===== src/rtl/prv_trap_pkg.sv =====
// Shared types and the exception-bit to cause mapping for the trap collector.
// The record widths set the default XLEN/CAUSE_W/lane width of prv_trap_collector.
package prv_trap_pkg;

    typedef enum logic [1:0] {
        ST_IDLE  = 2'd0,
        ST_HOLD  = 2'd1,
        ST_FLUSH = 2'd2
    } trap_state_t;

    localparam int EXC_BREAKPOINT  = 0;
    localparam int EXC_INSN_PAGE   = 1;
    localparam int EXC_INSN_FAULT  = 2;
    localparam int EXC_ILLEGAL     = 3;
    localparam int EXC_MAL_INSN    = 4;
    localparam int EXC_ENV         = 5;
    localparam int EXC_MAL_LOAD    = 6;
    localparam int EXC_MAL_STORE   = 7;
    localparam int EXC_LOAD_PAGE   = 8;
    localparam int EXC_STORE_PAGE  = 9;
    localparam int EXC_LOAD_FAULT  = 10;
    localparam int EXC_STORE_FAULT = 11;

    localparam int TRAP_XLEN    = 32;
    localparam int TRAP_CAUSE_W = 5;
    localparam int TRAP_LANE_W  = 1;

    typedef struct packed {
        logic                    is_intr;
        logic [TRAP_CAUSE_W-1:0] cause;
        logic [TRAP_XLEN-1:0]    epc;
        logic [TRAP_XLEN-1:0]    badaddr;
        logic [TRAP_LANE_W-1:0]  lane;
    } trap_rec_t;

    // Bits past the standard set fall into the custom cause range starting at 24.
    function automatic logic [7:0] exc_cause(input int unsigned idx, input logic [1:0] priv);
        case (idx)
            EXC_BREAKPOINT:  exc_cause = 8'd3;
            EXC_INSN_PAGE:   exc_cause = 8'd12;
            EXC_INSN_FAULT:  exc_cause = 8'd1;
            EXC_ILLEGAL:     exc_cause = 8'd2;
            EXC_MAL_INSN:    exc_cause = 8'd0;
            EXC_ENV:         exc_cause = 8'd8 + {6'd0, priv};
            EXC_MAL_LOAD:    exc_cause = 8'd4;
            EXC_MAL_STORE:   exc_cause = 8'd6;
            EXC_LOAD_PAGE:   exc_cause = 8'd13;
            EXC_STORE_PAGE:  exc_cause = 8'd15;
            EXC_LOAD_FAULT:  exc_cause = 8'd5;
            EXC_STORE_FAULT: exc_cause = 8'd7;
            default:         exc_cause = 8'(idx + 32'd12);
        endcase
    endfunction

endpackage


===== src/rtl/prv_lane_prio_enc.sv =====
// Lowest-set-bit priority encoder; bit 0 wins.
module prv_lane_prio_enc #(
    parameter int WIDTH = 2,
    parameter int IDX_W = (WIDTH > 1) ? $clog2(WIDTH) : 1
) (
    input  logic [WIDTH-1:0] bits,
    output logic [IDX_W-1:0] idx,
    output logic             any
);

    always_comb begin
        idx = '0;
        any = |bits;
        for (int i = WIDTH - 1; i >= 0; i--) begin
            if (bits[i]) idx = IDX_W'(i);
        end
    end

endmodule


===== src/rtl/prv_trap_collector.sv =====
// Multi-lane trap collector: picks the oldest trapping lane (or an interrupt),
// latches the trap, hands it to the priv block and holds pipe_clear until redirect.
//
// state    | meaning
// ST_IDLE  | scanning lanes, commit_mask gates younger lanes behind a trap
// ST_HOLD  | trap latched and presented, waiting for trap_ready
// ST_FLUSH | trap accepted, pipe_clear high until redirect_valid
module prv_trap_collector
    import prv_trap_pkg::*;
#(
    parameter int NUM_LANES = 2,
    parameter int XLEN      = TRAP_XLEN,
    parameter int EXC_W     = 12,
    parameter int CAUSE_W   = TRAP_CAUSE_W,
    parameter int CNT_W     = 16,
    parameter int LANE_W    = (NUM_LANES > 1) ? $clog2(NUM_LANES) : 1
) (
    input  logic                              CLK,
    input  logic                              nRST,
    input  logic [NUM_LANES-1:0]              lane_valid,
    input  logic [NUM_LANES-1:0][EXC_W-1:0]   lane_exc,
    input  logic [NUM_LANES-1:0][XLEN-1:0]    lane_pc,
    input  logic [NUM_LANES-1:0][XLEN-1:0]    lane_badaddr,
    input  logic [1:0]                        curr_privilege_level,
    input  logic                              intr_req,
    input  logic [CAUSE_W-1:0]                intr_cause,
    input  logic                              trap_ready,
    input  logic                              redirect_valid,
    output logic                              trap_valid,
    output logic                              trap_is_intr,
    output logic [CAUSE_W-1:0]                trap_cause,
    output logic [XLEN-1:0]                   trap_epc,
    output logic [XLEN-1:0]                   trap_badaddr,
    output logic [LANE_W-1:0]                 trap_lane,
    output logic [NUM_LANES-1:0]              commit_mask,
    output logic                              pipe_clear,
    output logic                              busy,
    output logic [CNT_W-1:0]                  trap_count
);

    localparam int EXC_IDX_W = (EXC_W > 1) ? $clog2(EXC_W) : 1;

    trap_state_t            state_q, state_d;
    trap_rec_t              rec_q, rec_d;
    logic [NUM_LANES-1:0]   lane_trap;
    logic [NUM_LANES-1:0]   older_mask;
    logic [LANE_W-1:0]      sel_lane;
    logic                   any_lane_trap;
    logic [EXC_W-1:0]       sel_exc;
    logic [EXC_IDX_W-1:0]   exc_idx;
    logic                   exc_any;
    logic [7:0]             exc_cause_full;
    logic                   take_intr;
    logic                   accept;

    always_comb begin
        lane_trap  = '0;
        older_mask = '0;
        for (int i = 0; i < NUM_LANES; i++) begin
            lane_trap[i]  = lane_valid[i] & (|lane_exc[i]);
            older_mask[i] = LANE_W'(i) < sel_lane;
        end
    end

    prv_lane_prio_enc #(.WIDTH(NUM_LANES), .IDX_W(LANE_W)) u_lane_enc (
        .bits (lane_trap),
        .idx  (sel_lane),
        .any  (any_lane_trap)
    );

    assign sel_exc = lane_exc[sel_lane];

    prv_lane_prio_enc #(.WIDTH(EXC_W), .IDX_W(EXC_IDX_W)) u_exc_enc (
        .bits (sel_exc),
        .idx  (exc_idx),
        .any  (exc_any)
    );

    assign exc_cause_full = exc_cause(32'(exc_idx), curr_privilege_level);
    assign take_intr      = intr_req & lane_valid[0];

    always_comb begin
        state_d     = state_q;
        rec_d       = rec_q;
        commit_mask = '0;
        accept      = 1'b0;
        case (state_q)
            ST_IDLE: begin
                if (take_intr) begin
                    commit_mask   = '0;
                    rec_d.is_intr = 1'b1;
                    rec_d.cause   = TRAP_CAUSE_W'(intr_cause);
                    rec_d.epc     = TRAP_XLEN'(lane_pc[0]);
                    rec_d.badaddr = '0;
                    rec_d.lane    = '0;
                    state_d       = ST_HOLD;
                end else if (any_lane_trap && exc_any) begin
                    commit_mask   = lane_valid & older_mask;
                    rec_d.is_intr = 1'b0;
                    rec_d.cause   = TRAP_CAUSE_W'(exc_cause_full);
                    rec_d.epc     = TRAP_XLEN'(lane_pc[sel_lane]);
                    rec_d.badaddr = TRAP_XLEN'(lane_badaddr[sel_lane]);
                    rec_d.lane    = TRAP_LANE_W'(sel_lane);
                    state_d       = ST_HOLD;
                end else begin
                    commit_mask = lane_valid;
                end
            end
            ST_HOLD: begin
                if (trap_valid && trap_ready) begin
                    accept  = 1'b1;
                    state_d = ST_FLUSH;
                end
            end
            ST_FLUSH: begin
                if (redirect_valid) state_d = ST_IDLE;
            end
            default: state_d = ST_IDLE;
        endcase
    end

    always_ff @(posedge CLK) begin
        if (!nRST) begin
            state_q    <= ST_IDLE;
            rec_q      <= '0;
            trap_valid <= 1'b0;
            pipe_clear <= 1'b0;
            busy       <= 1'b0;
            trap_count <= '0;
        end else begin
            state_q    <= state_d;
            rec_q      <= rec_d;
            trap_valid <= (state_d == ST_HOLD);
            pipe_clear <= (state_d == ST_FLUSH);
            busy       <= (state_d != ST_IDLE);
            if (accept && (trap_count != {CNT_W{1'b1}}))
                trap_count <= trap_count + 1'b1;
        end
    end

    assign trap_is_intr = rec_q.is_intr;
    assign trap_cause   = CAUSE_W'(rec_q.cause);
    assign trap_epc     = XLEN'(rec_q.epc);
    assign trap_badaddr = XLEN'(rec_q.badaddr);
    assign trap_lane    = LANE_W'(rec_q.lane);

endmodule


===== config.mk =====
export PLATFORM = sky130hd
export DESIGN_NAME = prv_trap_collector
export DESIGN_NICKNAME = d
export VERILOG_FILES = /design/src/rtl/prv_trap_pkg.sv /design/src/rtl/prv_lane_prio_enc.sv /design/src/rtl/prv_trap_collector.sv
export SDC_FILE = /design/constraint.sdc
export NUM_CORES = 1
export LEC_CHECK = 0
export ABC_AREA = 1
export CORE_ASPECT_RATIO = 0.8
export CORE_MARGIN = 2
export CORE_UTILIZATION = 39
export DETAILED_ROUTE_END_ITERATION = 8
export HOLD_SLACK_MARGIN = 0.1
export PLACE_DENSITY = 0.81
export SKIP_LAST_GASP = 1
export SLEW_MARGIN = 20
export SYNTH_ARGS = -nofsm -noshare
export SYNTH_HDL_FRONTEND = slang
export SYNTH_SLANG_ARGS = --single-unit

===== constraint.sdc =====
create_clock -name CLK -period 3.9 [get_ports CLK]
set_input_delay 0.78 -clock CLK [delete_from_list [all_inputs] [get_ports CLK]]
set_output_delay 0.78 -clock CLK [all_outputs]
set_load 0.01 [all_outputs]

# ---- Word-level counts from Yosys, hierarchy flattened
# Index checks and enable logic that the tools add are counted.
dict set report classes {
  n_lt_le_gt_ge 3
  n_shift 0
  multipliers 0
  n_mux 33
  div 0
  reduce_logical 12
  eq_ne 16
  bitwise_logic 4
  n_addsub 3
}
# operator count
set op_table {}
lappend op_table {{$mux W71} 2}
lappend op_table {{$mux W32} 4}
lappend op_table {{$pmux W5 S12} 1}
lappend op_table {{$mux W4} 12}
lappend op_table {{$reduce_or A12 Y1} 3}
lappend op_table {{$mux W12} 2}
lappend op_table {{$add A16 B1 Y16 const B} 1}
lappend op_table {{$eq A4 B3 Y1 const B} 4}
lappend op_table {{$eq A4 B4 Y1 const B} 4}
lappend op_table {{$ne A16 B16 Y1 const B} 1}
lappend op_table {{$mux W2} 7}
lappend op_table {{$eq A4 B2 Y1 const B} 2}
lappend op_table {{$pmux W2 S3} 1}
lappend op_table {{$add A4 B2 Y5 const A} 1}
lappend op_table {{$add A4 B4 Y5 const B} 1}
lappend op_table {{$eq A2 B1 Y1 const B} 2}
lappend op_table {{$eq A2 B2 Y1 const B} 2}
lappend op_table {{$eq A4 B1 Y1 const B} 1}
lappend op_table {{$logic_not A4 Y1} 1}
lappend op_table {{$mux W1} 4}
lappend op_table {{$reduce_bool A2 Y1} 2}
lappend op_table {{$and A1 B1 Y1} 3}
lappend op_table {{$logic_and A1 B1 Y1} 3}
lappend op_table {{$and A2 B2 Y2} 1}
lappend op_table {{other kinds (5)} 6}
dict set report totals {
  output_inout_bits 92
  in_bits 166
  word_cells 81
  register_bits 92
  rom_bits 0
  mem_bits_rw 0
  mem_count 0
  latchBits 0
}

# ---- Depth between registers and ports, before layout
dict set report logic_depth {
  word_depth 22
  mapped_depth 26
  mapped_depth_nobuf 25
}

# ---- By module
# Synthesis repeated with hierarchy kept, for this count alone.
dict set report hier_totals {
  cells_unflattened 762
  area_unflattened_um2 4962.3
}
# mod instances cells_per_inst seq_area_each_um2 area_per_inst_um2
set by_module_without_submodules {}
lappend by_module_without_submodules {prv_trap_collector 1 723 1841.8 4779.6}
lappend by_module_without_submodules {{prv_lane_prio_enc (u_exc_enc)} 1 35 0.0 167.7}
lappend by_module_without_submodules {{prv_lane_prio_enc (u_lane_enc)} 1 4 0.0 15.0}

# ---- Least setup slack after synthesis
# Ideal clock, no wire load.
dict set report synth_timing {
  path_kind {in2reg}
  from {in lane_exc[21] (netlist name)}
  to {reg rec_q, in the netlist trap_cause[1]}
  setup_time_ps 132
  cell_stages 18
  required_ps 3768
  path_slack_ps 816
  arrival_time_ps 2952
  n_path_buf 2
  path_cell_list {or2_1 > nor2_1 > a21oi_2 > nand2_2 > buf_6 > buf_4 > mux2i_1 > nand2_1 > nor2_1 > nand3_1 > ha_1 > or2_2 > nand2_1 > nand2_1 > nand2_1 > nand2_1 > nand2_1 > a21oi_2}
}
dict set report synth_via {
  elab_chain_cells 22
  elab_cells_between_ends 39
  classes_between {add/sub: 1; eq/ne: 11; mux: 19; bitwise: 1; reduce/logical: 7}
}
# element line_no
set synth_lines {}
lappend synth_lines {{start: declaration} prv_trap_collector.sv:21} ;# input logic [NUM_LANES-1:0][EXC_W-1:0] lane_exc,
lappend synth_lines {{$reduce_or A12 Y1} prv_trap_collector.sv:60} ;# lane_trap[i] = lane_valid[i] & (|lane_exc[i]);
lappend synth_lines {{$and A1 B1 Y1} prv_trap_collector.sv:60}
lappend synth_lines {{$mux W1 (2 in series)} prv_lane_prio_enc.sv:15} ;# if (bits[i]) idx = IDX_W'(i);
lappend synth_lines {{$mux W12 (implied by the code) (2 in series)} prv_trap_collector.sv:71} ;# assign sel_exc = lane_exc[sel_lane];
lappend synth_lines {{$mux W4 (12 in series)} prv_lane_prio_enc.sv:15}
lappend synth_lines {{$add A4 B4 Y5 (tied with other cells)} prv_trap_pkg.sv:51} ;# default: exc_cause = 8'(idx + 32'd12);
lappend synth_lines {{$pmux W5 S12} prv_trap_pkg.sv:38} ;# case (idx)
lappend synth_lines {{$mux W71} prv_trap_collector.sv:97} ;# end else if (any_lane_trap && exc_any) begin
lappend synth_lines {{$mux W71} prv_trap_collector.sv:89} ;# if (take_intr) begin
lappend synth_lines {{end signal: assignment} prv_trap_collector.sv:132} ;# rec_q <= rec_d;
lappend synth_lines {{end: declaration} prv_trap_collector.sv:44} ;# trap_rec_t rec_q, rec_d;
# Several ways; a longest one is shown, not always the timed one. The select of a mux whose other input is x is not followed.
# A chain may end at the register's enable or synchronous reset.

# ---- Worst setup path after layout
# Ends and elaborated chain as after synthesis.

==> out/summary.txt <==
=================================================================================
Result of the run                                                       completed
Overall global routing resource usage                                       0.236
Remaining Overflow, GRT                                                         0
Crit share post-route                                                       0.878
Number of unique standard cell types used by synthesis                         37
Cell with the largest stage delay on the worst path                  clkdlybuf4s50_1
Root buffer cell                                                        clkbuf_16
Synthesis warning total                                                         0
Vias after detailed routing                                                  5433
IO buf count                                                                  257
Pwr Total                                                                 2720 uW
WP data arrival                                                           3.61 ns
Final Skew                                                              0.0123 ns
Worst vdd ir                                                           0.000180 V
Register bit count reported by yosys                                           92
Number of antenna diodes                                                        0
Number of buffers created by CTS                                                9
Post-CTS repair timing setup buffer count                                       0
Largest cells by area after synthesis                                dfxtp_1 (39%), o21ai_0 (11%), nand2_1 (8.0%)
Last weighted congestion value of the routability-driven placer             0.880
Mean instance size in the synthesized netlist                            6.92 um2
Max-slew headroom                                                           0.501
Hold-fix buffers at CTS                                                         0
Final Hold Fails                                                                0
Routed Wire Length                                                        15.7 mm
Most frequent cell after synthesis                                        o21ai_0
Number of maximum-capacitance constraint violations                             0
Source-to-sink clock delay at the later pin of the worst-skew pair        0.34 ns
Most used cell, CP                                                        nand2_1
Fraction of final layout cells sized beyond drive strength 1               0.0543
Clock net sink count                                                           92
Maximum number of pins on one net before global-route repair                   82
Routed vias/inst                                                             5.08
Die outline height                                                         102 um
Starting density of the core                                                0.405
Hold Worst Slack                                                         0.481 ns
Commonest cells post-synth                                           o21ai_0 (103), nand2_1 (100), dfxtp_1 (92)
First-pass GRT wire length                                                24.7 mm
Portion of synthesized cell area occupied by the leading cell type          0.391
Power per cell area                                                    353 mW/mm2
Sequential share of the synthesized area                                    0.391
Floorplan row count                                                            35
Remaining antenna violation count                                               0
# setup viols final                                                             0
Critical Path Source Type                                               input pin
Post-synth EDFFs                                                                0
Initial antenna violation count                                                 0
Total core area                                                        0.0116 mm2
Worst path required time                                                  4.09 ns
Register clock-pin slew on the reported worst setup and hold paths        0.07 ns
Mapped Nets                                                                   852
Remaining DRCs                                                                  0
Final Net Count                                                              1087
Maximum count of clock buffers along a single path                              2
Critical path peak fanout                                                      10
Cell area after synthesis                                             0.00471 mm2
Kind of end point of the critical path                                  flip-flop
Fin util                                                                    0.661
Post-synthesis to final-layout area growth                                  63.4%
Post-Layout Inst Area                                                 0.00770 mm2
Cell taking the most area after synthesis                                 dfxtp_1
Routed length per instance                                                14.7 um
Fraction of synthesis flops using an asynchronous set or reset pin              0
Path type of the worst min-delay path                                     reg2reg
Setup repair after global routing missed its margin                            no
# IOs                                                                         258
Setup TNS after final layout                                                 0 ns
Cell area reported after detailed placement                           0.00740 mm2
Time the worst path needs with I/O delays and setup                       3.42 ns
H-tree lvl count                                                                3
Number of global-route vias before repair                                    4941
Final max-slew violation count                                                  0
Peak clock frequency supported by timing                                  292 MHz
Measured slew at the worst slew-check pin                                0.748 ns
Cts repair resizes                                                              0
Die X                                                                      127 um
Leakage power figure                                                   0.00317 uW
Type of the worst setup path                                               in2reg
Critical path, cell by cell                                          clkdlybuf4s50_1 > or2_1 > nor2_1 > a21oi_2 > nand2_2 > inv_2 > or2_2 > o21a_1 > nor2_1 > nand2_1 > nand2_1 > inv_1 > ha_1 > or2_2 > nand2_1 > nand2_1 > nand2_1 > nand2_1 > nand2_1 > a21oi_2
Delay of the slowest cell on the worst path                               0.43 ns
Fill cell count                                                               991
Die Outline Area                                                       0.0130 mm2
TritonCTS clock tree                                                          yes
Drt first-iter violations                                                     394
HPWL Detailed                                                             11.5 mm
Cells after synthesis                                                         681
Detailed Routing Iterations Pass 1                                              5
Post-synth top flop                                                       dfxtp_1
=================================================================================
-- kinds of logic (layout without fill, tap and decap cells) --
family,after synthesis,after routing,synth area share
and+or+nand+nor,260,260,0.239
AOI/OAI and AO/OA,204,204,0.253
buffers and inverters,116,356,0.0948
DFF,92,92,0.391
adders and majority gates,5,5,0.0133
muxes,4,4,0.00850
-- final timing paths --
kind            startpoint        endpoint  slack (ns)  cells past startpoint
max           lane_exc[21]   trap_cause[1]        0.48                     20
min           trap_is_intr    trap_is_intr        0.48                      2
max reg2reg  trap_count[0]  trap_count[15]        1.59                     12
min reg2reg   trap_is_intr    trap_is_intr        0.48                      2
-- stage by stage --
stage          cells  worst slack (ns)
4_1_cts         1069             0.500
5_1_grt         1069             0.152
3_5_place_dp    1053             0.146
6_report        1069             0.475
3_3_place_gp    1053             0.208
2_1_floorplan    681             0.816
-- per-layer routing --
metal | track usage | vias up | wire, um | part of all wire
met3 | 0.0649 | 10 | 1190 | 0.075
met5 | 0 | - | 0 | 0
met4 | 0.0440 | 0 | 112 | 0.0071
met1 | 0.305 | 2444 | 6900 | 0.44
li1 | - | 2785 | - | -
met2 | 0.402 | 194 | 7530 | 0.48
-- cell usage in the layout, fill, tap and decap left out, types with 5 or more instances in the layout --
master,n
nor2_1,82
nor3_1,7
nand4_1,6
dfxtp_1,92
a21oi_1,18
a211oi_1,8
a31oi_1,35
ha_1,5
o21ai_0,103
buf_4,13
clkbuf_16,9
nand2_1,99
clkdlybuf4s50_1,256
inv_1,65
o211ai_1,26
nand3_1,46
-- state kept, by name (all words and copies together) (netlist names) --
| signal | flops |
|---|---|
| trap_lane | 1 |
| trap_epc | 32 |
| trap_badaddr | 32 |
| trap_count | 16 |
| trap_valid | 1 |
| trap_cause | 5 |
| trap_is_intr | 1 |
| busy | 1 |
| state_q | 2 |
| pipe_clear | 1 |
-- final cells by class --
type	count	area [um2]	area share
inverters	69	260	0.0338
clock buffers	10	229	0.0297
repair buffers	271	2690	0.349
multi-input cells	473	2430	0.315
flip-flops and latches	92	1840	0.239
clock inverters	6	71.3	0.00926
well taps	148	185	0.0240
-- power breakdown --
group          internal [uW]  total (uW)  switching (uW)  leakage, uW
clock                    504         886             382     0.000145
sequential              1030        1080            48.0     0.000760
combinational            410         752             343      0.00227
total                   1950        2720             773      0.00317
-- critical path: cells and delay by family --
family	cells	cell delay [ns]
simple gates	13	1.76
compound gates	3	0.27
buf+inv	3	0.60
fa+ha+maj	1	0.22
Power figures use the tool's default switching activity.
